## src/rtl/ram_scanner.sv

```systemverilog
// ram_scanner: reads n_entries words from a synchronous RAM starting at
// address 0. Each word is presented on data_out with valid high for
// HOLD_CYCLES cycles.
//
// Ports:
//   clk        - clock, all state changes on the rising edge
//   reset_n    - asynchronous active-low reset
//   start      - begin a scan (sampled only while idle)
//   abort      - abandon an active scan (no done pulse)
//   n_entries  - number of words to read, 0..2^ADDR_W, captured on start
//   rd_data    - RAM read data, valid one cycle after addr/re
//   addr, re   - RAM read address and read enable
//   data_out   - word currently presented (holds last value when idle)
//   valid      - data_out is being presented
//   busy       - a scan is in progress
//   done       - single-cycle pulse at the normal end of a scan
module ram_scanner #(
  parameter int unsigned ADDR_W      = 4,
  parameter int unsigned DATA_W      = 8,
  parameter int unsigned HOLD_CYCLES = 4
) (
  input  logic              clk,
  input  logic              reset_n,
  input  logic              start,
  input  logic              abort,
  input  logic [ADDR_W:0]   n_entries,
  input  logic [DATA_W-1:0] rd_data,
  output logic [ADDR_W-1:0] addr,
  output logic              re,
  output logic [DATA_W-1:0] data_out,
  output logic              valid,
  output logic              busy,
  output logic              done
);

  localparam int unsigned CntW = 16;
  localparam logic [CntW-1:0]   HoldLast = CntW'(HOLD_CYCLES - 1);
  localparam logic [CntW-1:0]   CntOne   = CntW'(1);
  localparam logic [ADDR_W-1:0] AddrOne  = ADDR_W'(1);
  localparam logic [ADDR_W:0]   LenOne   = (ADDR_W + 1)'(1);

  typedef enum logic [2:0] {
    StIdle  = 3'd0,
    StRead  = 3'd1,
    StLatch = 3'd2,
    StHold  = 3'd3,
    StDone  = 3'd4
  } state_e;

  state_e              state_q, state_d;
  logic [CntW-1:0]     hold_cnt_q, hold_cnt_d;
  logic [ADDR_W:0]     len_q, len_d;
  logic [ADDR_W-1:0]   addr_q, addr_d;
  logic [DATA_W-1:0]   data_q, data_d;

  logic hold_last;
  logic last_word;
  logic active;

  assign hold_last = (hold_cnt_q == HoldLast);
  // Length is one bit wider than addr so a full-RAM scan ends at all-ones
  // without addr ever wrapping.
  assign last_word = ({1'b0, addr_q} + LenOne) == len_q;
  assign active    = (state_q == StRead) || (state_q == StLatch) || (state_q == StHold);

  // State and datapath registers
  always_ff @(posedge clk or negedge reset_n) begin
    if (!reset_n) begin
      state_q    <= StIdle;
      hold_cnt_q <= '0;
      len_q      <= '0;
      addr_q     <= '0;
      data_q     <= '0;
    end else begin
      state_q    <= state_d;
      hold_cnt_q <= hold_cnt_d;
      len_q      <= len_d;
      addr_q     <= addr_d;
      data_q     <= data_d;
    end
  end

  // Next-state logic
  always_comb begin
    state_d = state_q;
    case (state_q)
      StIdle: begin
        if (start) begin
          state_d = (n_entries != '0) ? StRead : StDone;
        end
      end
      StRead:  state_d = StLatch;
      StLatch: state_d = StHold;
      StHold: begin
        if (hold_last) begin
          state_d = last_word ? StDone : StRead;
        end
      end
      StDone:  state_d = StIdle;
      default: state_d = StIdle;
    endcase
    // Abort overrides every transition of an active scan.
    if (abort && active) begin
      state_d = StIdle;
    end
  end

  // Datapath next-state logic
  always_comb begin
    hold_cnt_d = hold_cnt_q;
    len_d      = len_q;
    addr_d     = addr_q;
    data_d     = data_q;
    case (state_q)
      StIdle: begin
        if (start && (n_entries != '0)) begin
          addr_d = '0;
          len_d  = n_entries;
        end
      end
      StLatch: begin
        data_d     = rd_data;
        hold_cnt_d = '0;
      end
      StHold: begin
        hold_cnt_d = hold_cnt_q + CntOne;
        if (hold_last && !last_word) begin
          addr_d = addr_q + AddrOne;
        end
      end
      default: ;
    endcase
    if (abort && active) begin
      hold_cnt_d = hold_cnt_q;
      data_d     = data_q;
      addr_d     = '0;
    end
  end

  // Outputs decoded from the present state
  always_comb begin
    re       = (state_q == StRead);
    valid    = (state_q == StHold);
    done     = (state_q == StDone);
    busy     = (state_q != StIdle);
    addr     = addr_q;
    data_out = data_q;
  end

endmodule

```

## config.mk

```make
export PLATFORM = sky130hd
export DESIGN_NAME = ram_scanner
export DESIGN_NICKNAME = d
export VERILOG_FILES = /design/src/rtl/ram_scanner.sv
export SDC_FILE = /design/constraint.sdc
export NUM_CORES = 1
export LEC_CHECK = 0
export CAP_MARGIN = 20
export CORE_UTILIZATION = 54
export CTS_BUF_LIST = sky130_fd_sc_hd__clkbuf_2 sky130_fd_sc_hd__clkbuf_4 sky130_fd_sc_hd__clkbuf_8
export DETAILED_ROUTE_END_ITERATION = 6
export GPL_TIMING_DRIVEN = 1
export PLACE_DENSITY = 0.82
export SYNTH_ARGS = -nofsm -noshare
export SYNTH_HDL_FRONTEND = slang
export SYNTH_SLANG_ARGS = --single-unit
```

## constraint.sdc

```tcl
create_clock -name clk -period 2.4 [get_ports clk]
set_input_delay 0.24 -clock clk [delete_from_list [all_inputs] [get_ports clk]]
set_output_delay 0.24 -clock clk [all_outputs]
set_load 0.01 [all_outputs]
```

==> flow_summary.toml <==
[outcome]
status = "finished clean"

[floorplanning]
start_util = 0.585
std_cell_rows = 20
pin_count = 33
die_height_um = 60.5
core_um2 = 3150
die_w_um = 60.5
die_area_um2 = 3660

[clock_network]
cts_buffers = 5
root_buffer = "clkbuf_4"
clk_pin_slew_worst_paths_ns = 0.11
cts_tree = "built"
cts.sinks = 36
post_cts_resized = 0
clockBufferDepth = 2
postCtsHoldBufs = 0
insertion_delay_ns = 0.34
htreeDepth = 2
post_cts.repair.setup_buffers = 0

[grt]
grt_max_degree = 37
grt_pass1_wl_um = 6790
grt_util_all_layers = 0.254
first_global_vias = 1523
overflow = 0
antenna_found_initial = 0

[cells_and_area]
seqCellArea_um2 = 901
finalNonFillerCells = 272
fillers = 235
multiInputGateArea_um2 = 903
layout-drive-gt1-share = 0.123
layout.nets = 246
syn_to_final_growth_pct = 25.5
n_antenna_cell = 0

[place]
place_ws_ns = 0.194
place.port_buffers = 32
dp_cells = 264
gp_congestion = 0.885
post-dp-hpwl_um = 2880

[worst_setup_path]
cp.required_ns = 2.64
cp_data_arrival_time_ns = 2.47
r2r-start = "addr[0]$_DFFE_PN0P_"
r2r_cells = 7
cp-start-kind = "flip-flop"
r2r_end = "addr[2]$_DFFE_PN0P_"
r2r_slack_ns = 0.17
critPathCaptureType = "flip-flop"
worstPathMaxFanout = 6
path_class = "reg -> reg"

[synth]
ys_warn_count = 0
syn_nets = 207
synthFlopType = "dfrtp_1"
ys_seq_area_frac = 0.488
ys_async_sr_fraction = 1.00
synth_edf_count = 0
yosys.cell_types.count = 36
ys_ff_latch = 36
syn_area_um2 = 1850
synthCells = 188
postSynthAreaPerCell_um2 = 9.82

[pwr]
irDropWorstVdd_mv = 0.611
p_leak_nw = 0.999
p_per_area_nw_per_um2 = 922

[routing]
drc = 0
avgRoutedWirePerCell_um = 14.5
first_iter_violations = 151
drtPass1Iterations = 4
antenna_left = 0
vias_per_cell = 5.66
totalWireLength_um = 3950
vias = 1540

[sta]
grt_setup_unrepaired = "no"
relSlewSlack = 0.677
slew_violations = 0
min_period_ns = 2.23
setup_violations = 0
hold_viol_final = 0
setup_slack_ns = 0.172
period_share = 0.928
clock.fmax_ghz = 0.449
clock_skew_ns = 0.00526
timing.hold.ws_ns = 0.288
worst_pin_slew_ns = 0.478
tns_ns = 0

[flow_run]
max-cap-violations = 0

[min_path]
hold_path_class = "in -> async"
power breakdown:
| group | internal (mW) | leakage, nW | switching, mW | total, mW |
|---|---|---|---|---|
| Combinational | 0.426 | 0.498 | 0.332 | 0.759 |
| Sequential | 0.769 | 0.460 | 0.177 | 0.946 |
| Clock | 0.217 | 0.0412 | 0.214 | 0.431 |
| Total | 1.41 | 0.999 | 0.723 | 2.14 |
cell families (layout without fill, tap and decap cells):
kind of cell             after synthesis  count (layout)  share of synthesized area
AND/OR/NAND/NOR                       79              79                      0.209
flip-flops                            36              36                      0.488
AO/OA/AOI/OAI                         35              35                      0.124
multiplexers                          15              15                     0.0902
XOR/XNOR                              11              11                     0.0522
buffers and inverters                 10              50                     0.0224
adder cells (fa/ha/maj)                2               2                     0.0136
layer usage:
| metal | GRT usage | share of wire |
|---|---|---|
| met3 | 0.0725 | 0.065 |
| met1 | 0.344 | 0.46 |
| met2 | 0.394 | 0.46 |
| met5 | 0 | 0 |
| met4 | 0.0877 | 0.0068 |
worst max path at each step:
stage	start	end	slack, ns
6_report	addr[0]$_DFFE_PN0P_	addr[2]$_DFFE_PN0P_	0.17
4_1_cts	addr[0]$_DFFE_PN0P_	addr[2]$_DFFE_PN0P_	0.17
5_1_grt	addr[0]$_DFFE_PN0P_	addr[2]$_DFFE_PN0P_	0.04
3_3_place_gp	addr[0]$_DFFE_PN0P_	addr[2]$_DFFE_PN0P_	0.25
3_5_place_dp	addr[0]$_DFFE_PN0P_	addr[2]$_DFFE_PN0P_	0.19
2_1_floorplan	addr[0]$_DFFE_PN0P_	addr[2]$_DFFE_PN0P_	0.32
layout make-up:
class / count / share of cell area
Tap cell: 44 / 0.0238
Sequential cell: 36 / 0.389
Timing Repair Buffer: 37 / 0.155
Clock buffer: 5 / 0.0162
Inverter: 5 / 0.00810
Multi-Input combinational cell: 142 / 0.390
Clock inverter: 3 / 0.0184
stage by stage:
step / cell area (um2) / util / total power, mW
after detailed placement: 2240 / 0.709 / 1.71
final: 2320 / 0.735 / 2.14
after global routing: 2320 / 0.735 / 2.27
after global placement: 2240 / 0.709 / 1.68
after floorplan: 1850 / - / 1.36
after CTS: 2320 / 0.735 / 2.15
worst max-delay path, stage by stage (launching register included):
cell and delay (ns):
dfrtp_1 0.46, ha_1 0.30, xnor2_1 0.16, a211o_1 0.31, a211oi_2 0.36, nor2_2 0.11, and3_1 0.18, a211o_1 0.26
sequential cells by signal (all words and copies together) (netlist names):
signal      count
len_q           5
state_q         3
addr            4
data_out        8
hold_cnt_q     16
placed cells by master (no fill, tap or decap), types with 6 or more instances in the layout:
master and n:
dfrtp_1 36, nor3_1 8, xor2_1 7, nor2_1 19
a21oi_1 6, nand3_1 9, o21ai_0 14, nand2_1 19
mux2_2 13, clkdlybuf4s50_1 32
synth_stat cells, types with 5 or more instances:
library cell  instances  area (um2)
xor2_1                7        61.3
inv_1                 5        18.8
nor2_1               19        71.3
nand4_1               5        31.3
nand3_1               9        45.0
and3_1                5        31.3
nor3_1                8        40.0
o21ai_0              14        70.1
dfrtp_1              36         901
a21oi_1               6        30.0
mux2_2               13         146
nand2_1              19        71.3
Power figures use the tool's default switching activity.
